$ cat src/rtl/io_port_resp.sv
// io_port_resp: Z80 I/O-space responder for two consecutive ports.
//   PORT_ADDR   : data port (read pops RX FIFO, write loads TX holding register)
//   PORT_ADDR+1 : status {5'b0, ovr, tx_valid, rx_nonempty} / control (ie)
// Optional feature macro IO_RESP_INT_EN: interrupt enable bit, INT_L generation
// and the mode-2 interrupt-acknowledge (INTACK) state.
module io_port_resp #(
   parameter logic [7:0] PORT_ADDR   = 8'h10,
   parameter int         FIFO_DEPTH  = 4,
   parameter int         WAIT_CYCLES = 1,
   parameter logic [7:0] VECTOR      = 8'hE0
) (
   input  logic        clk,
   input  logic        rst_L,
   input  logic [15:0] addr_bus,
   input  logic [7:0]  data_out,
   output logic [7:0]  data_in,
   output logic        data_in_en,
   input  logic        M1_L,
   input  logic        IORQ_L,
   input  logic        RD_L,
   input  logic        WR_L,
   output logic        WAIT_L,
   output logic        INT_L,
   input  logic        src_valid,
   input  logic [7:0]  src_data,
   output logic        src_ready,
   output logic        tx_valid,
   output logic [7:0]  tx_data,
   input  logic        tx_ready
);

   localparam int         PTR_W     = $clog2(FIFO_DEPTH);
   localparam int         CNT_W     = PTR_W + 1;
   localparam logic [7:0] STAT_ADDR = PORT_ADDR + 8'd1;

   typedef enum logic [1:0] {
      S_IDLE,
      S_WAIT,
      S_ACCESS
`ifdef IO_RESP_INT_EN
      , S_INTACK
`endif
   } state_t;

   state_t             state;
   logic [2:0]         wait_cnt;
   logic               acc_rd;      // latched: cycle is a read
   logic               acc_stat;    // latched: cycle targets the status/control port
   logic               acc_pop;     // latched: data read saw a non-empty FIFO
   logic [7:0]         acc_wbyte;   // latched CPU write byte
   logic               ovr;
   logic               int_l;

   logic [7:0]         mem [FIFO_DEPTH];
   logic [PTR_W-1:0]   rd_ptr, wr_ptr;
   logic [CNT_W-1:0]   count, count_next;
   logic               rx_nonempty, push, pop;

   logic               io_req, go_access, sel_rd, sel_stat, commit;
   logic               wr_data_commit, stat_rd_commit;
   logic [7:0]         status, rd_data;

   // Only the low address byte is decoded; the high byte is intentionally ignored.
   logic unused_addr_hi;
   assign unused_addr_hi = ^addr_bus[15:8];

   assign rx_nonempty = (count != '0);
   assign push        = src_valid && src_ready;
   assign status      = {5'b0, ovr, tx_valid, rx_nonempty};
   assign io_req      = !IORQ_L && M1_L && (!RD_L || !WR_L) &&
                        ((addr_bus[7:0] == PORT_ADDR) || (addr_bus[7:0] == STAT_ADDR));
   assign commit         = (state == S_ACCESS) && IORQ_L;
   assign pop            = commit && acc_pop;
   assign wr_data_commit = commit && !acc_rd && !acc_stat;
   assign stat_rd_commit = commit && acc_rd && acc_stat;
   assign INT_L          = int_l;

   // Access decode: live bus in IDLE (zero-wait entry), latched values afterwards.
   always_comb begin
      // NOTE: every always_comb output gets a default first so no latch is inferred.
      sel_rd    = acc_rd;
      sel_stat  = acc_stat;
      go_access = 1'b0;
      if (state == S_IDLE) begin
         sel_rd    = !RD_L;
         sel_stat  = (addr_bus[7:0] == STAT_ADDR);
         go_access = io_req && (WAIT_CYCLES == 0);
      end else if (state == S_WAIT) begin
         go_access = !IORQ_L && (wait_cnt == 3'd0);
      end
      rd_data = sel_stat ? status : (rx_nonempty ? mem[rd_ptr] : 8'hFF);
   end

   // Bus-cycle FSM with registered WAIT_L / data_in / data_in_en.
   always_ff @(posedge clk or negedge rst_L) begin
      // NOTE: sequential state uses non-blocking assignments only, so every
      // register sees pre-edge values regardless of statement order.
      if (!rst_L) begin
         state      <= S_IDLE;
         wait_cnt   <= 3'd0;
         WAIT_L     <= 1'b1;
         data_in    <= 8'h00;
         data_in_en <= 1'b0;
         acc_rd     <= 1'b0;
         acc_stat   <= 1'b0;
         acc_pop    <= 1'b0;
         acc_wbyte  <= 8'h00;
      end else begin
         case (state)
            S_IDLE: begin
`ifdef IO_RESP_INT_EN
               if (!M1_L && !IORQ_L && !int_l) begin
                  state      <= S_INTACK;
                  data_in    <= VECTOR;
                  data_in_en <= 1'b1;
               end else
`endif
               if (io_req) begin
                  acc_rd   <= !RD_L;
                  acc_stat <= (addr_bus[7:0] == STAT_ADDR);
                  if (WAIT_CYCLES != 0) begin
                     state    <= S_WAIT;
                     WAIT_L   <= 1'b0;
                     wait_cnt <= 3'(WAIT_CYCLES - 1);
                  end
               end
            end
            S_WAIT: begin
               if (IORQ_L) begin
                  state  <= S_IDLE;        // CPU abandoned the cycle: no side effects
                  WAIT_L <= 1'b1;
               end else if (wait_cnt != 3'd0) begin
                  wait_cnt <= wait_cnt - 3'd1;
               end
            end
            S_ACCESS: begin
               if (IORQ_L) begin
                  state      <= S_IDLE;
                  data_in_en <= 1'b0;
               end
            end
`ifdef IO_RESP_INT_EN
            S_INTACK: begin
               if (IORQ_L) begin
                  state      <= S_IDLE;
                  data_in_en <= 1'b0;
               end
            end
`endif
            default: state <= S_IDLE;
         endcase

         if (go_access) begin
            state      <= S_ACCESS;
            WAIT_L     <= 1'b1;
            data_in_en <= sel_rd;
            if (sel_rd) data_in <= rd_data;
            acc_pop    <= sel_rd && !sel_stat && rx_nonempty;
            acc_wbyte  <= data_out;
         end
      end
   end

   // Next FIFO occupancy: simultaneous push and pop leave it unchanged.
   always_comb begin
      count_next = count;
      case ({push, pop})
         2'b10:   count_next = count + CNT_W'(1);
         2'b01:   count_next = count - CNT_W'(1);
         default: count_next = count;
      endcase
   end

   // FIFO pointers, occupancy and registered src_ready (never ready while full).
   always_ff @(posedge clk or negedge rst_L) begin
      if (!rst_L) begin
         rd_ptr    <= '0;
         wr_ptr    <= '0;
         count     <= '0;
         src_ready <= 1'b1;
      end else begin
         if (push) wr_ptr <= wr_ptr + PTR_W'(1);
         if (pop)  rd_ptr <= rd_ptr + PTR_W'(1);
         count     <= count_next;
         src_ready <= (count_next != CNT_W'(FIFO_DEPTH));
      end
   end

   // FIFO storage write.
   always_ff @(posedge clk) begin
      // NOTE: storage has no reset; resetting the pointers is what flushes the FIFO.
      if (push) mem[wr_ptr] <= src_data;
   end

   // TX holding register: a same-clock handshake frees the slot before the new load.
   always_ff @(posedge clk or negedge rst_L) begin
      if (!rst_L) begin
         tx_valid <= 1'b0;
         tx_data  <= 8'h00;
      end else if (wr_data_commit && (!tx_valid || tx_ready)) begin
         tx_valid <= 1'b1;
         tx_data  <= acc_wbyte;
      end else if (tx_valid && tx_ready) begin
         tx_valid <= 1'b0;
      end
   end

   // Sticky overrun: set by a dropped write, cleared by a status read.
   always_ff @(posedge clk or negedge rst_L) begin
      if (!rst_L)                                      ovr <= 1'b0;
      else if (wr_data_commit && tx_valid && !tx_ready) ovr <= 1'b1;
      else if (stat_rd_commit)                          ovr <= 1'b0;
   end

`ifdef IO_RESP_INT_EN
   logic ie;

   // Interrupt enable and registered active-low interrupt request.
   always_ff @(posedge clk or negedge rst_L) begin
      if (!rst_L) begin
         ie    <= 1'b0;
         int_l <= 1'b1;
      end else begin
         if (commit && !acc_rd && acc_stat) ie <= acc_wbyte[0];
         int_l <= !(ie && rx_nonempty);
      end
   end
`else
   assign int_l = 1'b1;
`endif

endmodule
$ cat config.mk
export PLATFORM = sky130hd
export DESIGN_NAME = io_port_resp
export DESIGN_NICKNAME = d
export VERILOG_FILES = /design/src/rtl/io_port_resp.sv
export SDC_FILE = /design/constraint.sdc
export NUM_CORES = 1
export LEC_CHECK = 0
export ABC_AREA = 1
export ABC_CLOCK_PERIOD_IN_PS = 6100
export CAP_MARGIN = 20
export CORE_MARGIN = 1.5
export CORE_UTILIZATION = 55
export DETAILED_ROUTE_END_ITERATION = 16
export PLACE_DENSITY = 0.83
export REMOVE_ABC_BUFFERS = 1
export SYNTH_ARGS = -nofsm -noshare
export SYNTH_HDL_FRONTEND = slang
export SYNTH_SLANG_ARGS = --single-unit
export TNS_END_PERCENT = 100
$ cat constraint.sdc
create_clock -name clk -period 6.1 [get_ports clk]
set_clock_uncertainty 0.15 [all_clocks]
set_input_delay 1.22 -clock clk [delete_from_list [all_inputs] [get_ports clk]]
set_output_delay 1.22 -clock clk [all_outputs]
set_load 0.1 [all_outputs]
==> flow_summary.json <==
{
  "status": "complete, no violations",
  "p_leak_uw": 0.00183,
  "slowest_delay_ns": 1.12,
  "fin_setup_tns_ns": 0,
  "grt_util_met2": 0.330,
  "wirelength_um": 6100,
  "post_cts_buffers": 0,
  "synth-edff-count": 32,
  "cts_tree": "built",
  "grt_pass1_wl_um": 9920,
  "die_w_um": 81.4,
  "hp-class": "register to register",
  "rsz0062_at_grt": "no",
  "die-area_mm2": 0.00663,
  "antenna_found_initial": 0,
  "hold_viol_final": 0,
  "met1_usage": 0.247,
  "postCtsHoldBufs": 0,
  "syn_avg_cell_area_um2": 10.1,
  "drive_above_1_share": 0.112,
  "grt_overflow": 0,
  "grt_use_total": 0.204,
  "dp_hpwl_um": 4260,
  "p_int_uw": 1110,
  "drtAntennaViolNets": 0,
  "regArea_mm2": 0.00206,
  "fp.coreArea_mm2": 0.00592,
  "root_buffer": "clkbuf_8",
  "ys_ff_latch": 76,
  "fp.dieH_um": 81.4,
  "setup_viol": 0,
  "portBuffers": 51,
  "synthTopCellsByCount": "106 x nand2_1, 42 x dfrtp_1, 32 x edfxtp_1",
  "clockBufferDepth": 2,
  "synth_top_area_share": 0.311,
  "maxSlewViolCount": 0,
  "vias_per_cell": 5.04,
  "clock_power_share": 0.216,
  "drtPass1Iterations": 4,
  "syn-cell-area_mm2": 0.00338,
  "min_from": "WAIT_L",
  "fill_cells": 444,
  "synth.largest_area_cell": "dfrtp_1",
  "cts_resized": 0,
  "crit_fanout": 2,
  "r2r_end": "src_ready",
  "preCtsSetupSlack_ns": 2.60,
  "cts_buffers": 9,
  "worst_setup_path_end_kind": "primary output",
  "syn_to_final_growth_pct": 22.1,
  "layout_min_cycle_time_ns": 3.37,
  "p_switching_uw": 751,
  "layout.nets": 439,
  "path_cells": "clkdlybuf4s50_1",
  "r2r_start": "state[0]",
  "h-tree-depth": 3,
  "multi_input_area_mm2": 0.00112,
  "yosysMostFrequentCell": "nand2_1",
  "synth_seq_area_share": 0.610,
  "grt_max_degree": 45,
  "synthFlopType": "dfrtp_1",
  "n_antenna_cell": 0,
  "worst_pin_slew_ns": 0.982,
  "initial_utilization": 0.572,
  "critPathTopFamily": "buffers and inverters",
  "ys_types": 30,
  "cts.clk_slew.worst_paths_ns": 0.08,
  "ios": 61,
  "clkLatencyLatePin_ns": 0.34,
  "yosys-top-cells-area": "dfrtp_1 31%, edfxtp_1 28%, nand2_1 12%",
  "ir_drop_mv": 0.301,
  "p_comb_frac": 0.386,
  "busiest_layer": "met2",
  "worstSetupStartpointType": "register",
  "grt_pass1_vias": 2261,
  "fp-row-count": 28,
  "worstHoldEndpoint": "WAIT_L",
  "num_vias": 2357,
  "max_freq_mhz": 297,
  "drv_cap": 0,
  "cp_num_buf_inv": 1,
  "seqPwrFrac": 0.397,
  "gp_congestion": 0.750,
  "ff2ff_setup_slack_ns": 3.68,
  "critPathRequiredTime_ns": 4.73,
  "maxSlewHeadroom": 0.343,
  "initialDrtViolationCount": 98,
  "ff2ff_path_depth": 13,
  "worstHoldPathCells": 2,
  "clkSinkCount": 76,
  "synth_warnings": 0,
  "synthCells": 334,
  "worstPathArrival_ns": 2.00,
  "drc_errors": 0,
  "worstSetupPathType": "register to primary output",
  "finalCritPeriodShare": 0.552,
  "power.density_mw_per_mm2": 450,
  "setup_slack_ns": 2.73,
  "synthArstFlopShare": 0.579,
  "met3_usage": 0.0578,
  "drt-wirelength-per-cell_um": 13.0,
  "cp_slowest_cell": "clkdlybuf4s50_1",
  "swShare": 0.404
}
-- layout make-up --
type | instances | share of cell area
inverters | 36 | 0.0333
flip-flops and latches | 76 | 0.500
well taps | 75 | 0.0227
clock buffers | 9 | 0.0300
repair buffers | 51 | 0.122
clock inverters | 7 | 0.0221
multi-input cells | 214 | 0.270
-- sequential cells by signal (all words and copies together) (netlist names), 2 cells and up --
register	cells
data_in	8
tx_data	8
wr_ptr	2
state	2
acc_wbyte	8
mem	32
rd_ptr	2
count	3
wait_cnt	3
-- layer usage --
| layer | up-vias | part of all wire |
|---|---|---|
| met5 | - | 0 |
| met1 | 1104 | 0.43 |
| li1 | 1192 | - |
| met4 | 0 | 0.016 |
| met2 | 50 | 0.51 |
| met3 | 11 | 0.045 |
-- per-stage QoR --
stage / util / hold WS (ns) / instances / cell area (um2) / total power, uW
finish: 0.698 / 0.324 / 468 / 4130 / 1860
global placement: 0.662 / 0.308 / 452 / 3920 / 1450
detailed placement: 0.662 / 0.317 / 452 / 3920 / 1470
CTS: 0.698 / 0.331 / 468 / 4130 / 1880
global route: 0.698 / 0.345 / 468 / 4130 / 1970
floorplan: - / 0.300 / 326 / 3320 / 1290
-- power by group through the flow --
stage	Sequential (uW)	Clock, uW	Combinational [uW]
finish	739	402	719
CTS	739	416	726
global route	753	435	787
global placement	744	0	702
floorplan	977	0	311
detailed placement	749	0	721
-- layout by cell type, fill, tap and decap left out, types with 5 or more instances in the layout --
master           instances
dfrtp_1                 42
nand2_1                106
nor2_1                  12
o21ai_2                  8
nand3_1                 31
edfxtp_1                32
clkdlybuf4s50_1         50
inv_1                   31
o21ai_1                 10
a21oi_1                 10
ha_1                    10
clkbuf_8                 9
o21ai_0                  5
-- how the worst max path moves through the flow --
stage                    from   endpoint  slack (ns)  cells past startpoint
global placement       IORQ_L  src_ready        2.67                     12
finish              src_ready  src_ready        2.73                      1
detailed placement     IORQ_L  src_ready        2.60                     12
floorplan              IORQ_L  src_ready        3.40                     11
global route           WAIT_L     WAIT_L        2.68                      1
CTS                 src_ready  src_ready        2.71                      1
-- logic make-up (layout without fill, tap and decap cells) --
| kind of cell | Yosys count | in the layout | share of synthesized area |
|---|---|---|---|
| AO/OA/AOI/OAI | 36 | 36 | 0.0647 |
| XOR/XNOR | 5 | 5 | 0.0129 |
| adder cells (fa/ha/maj) | 11 | 11 | 0.0429 |
| buffers and inverters | 44 | 103 | 0.0603 |
| flip-flops | 76 | 76 | 0.610 |
| other | 1 | 1 | 0.00111 |
| AND/OR/NAND/NOR | 161 | 161 | 0.208 |
Power figures use the tool's default switching activity.
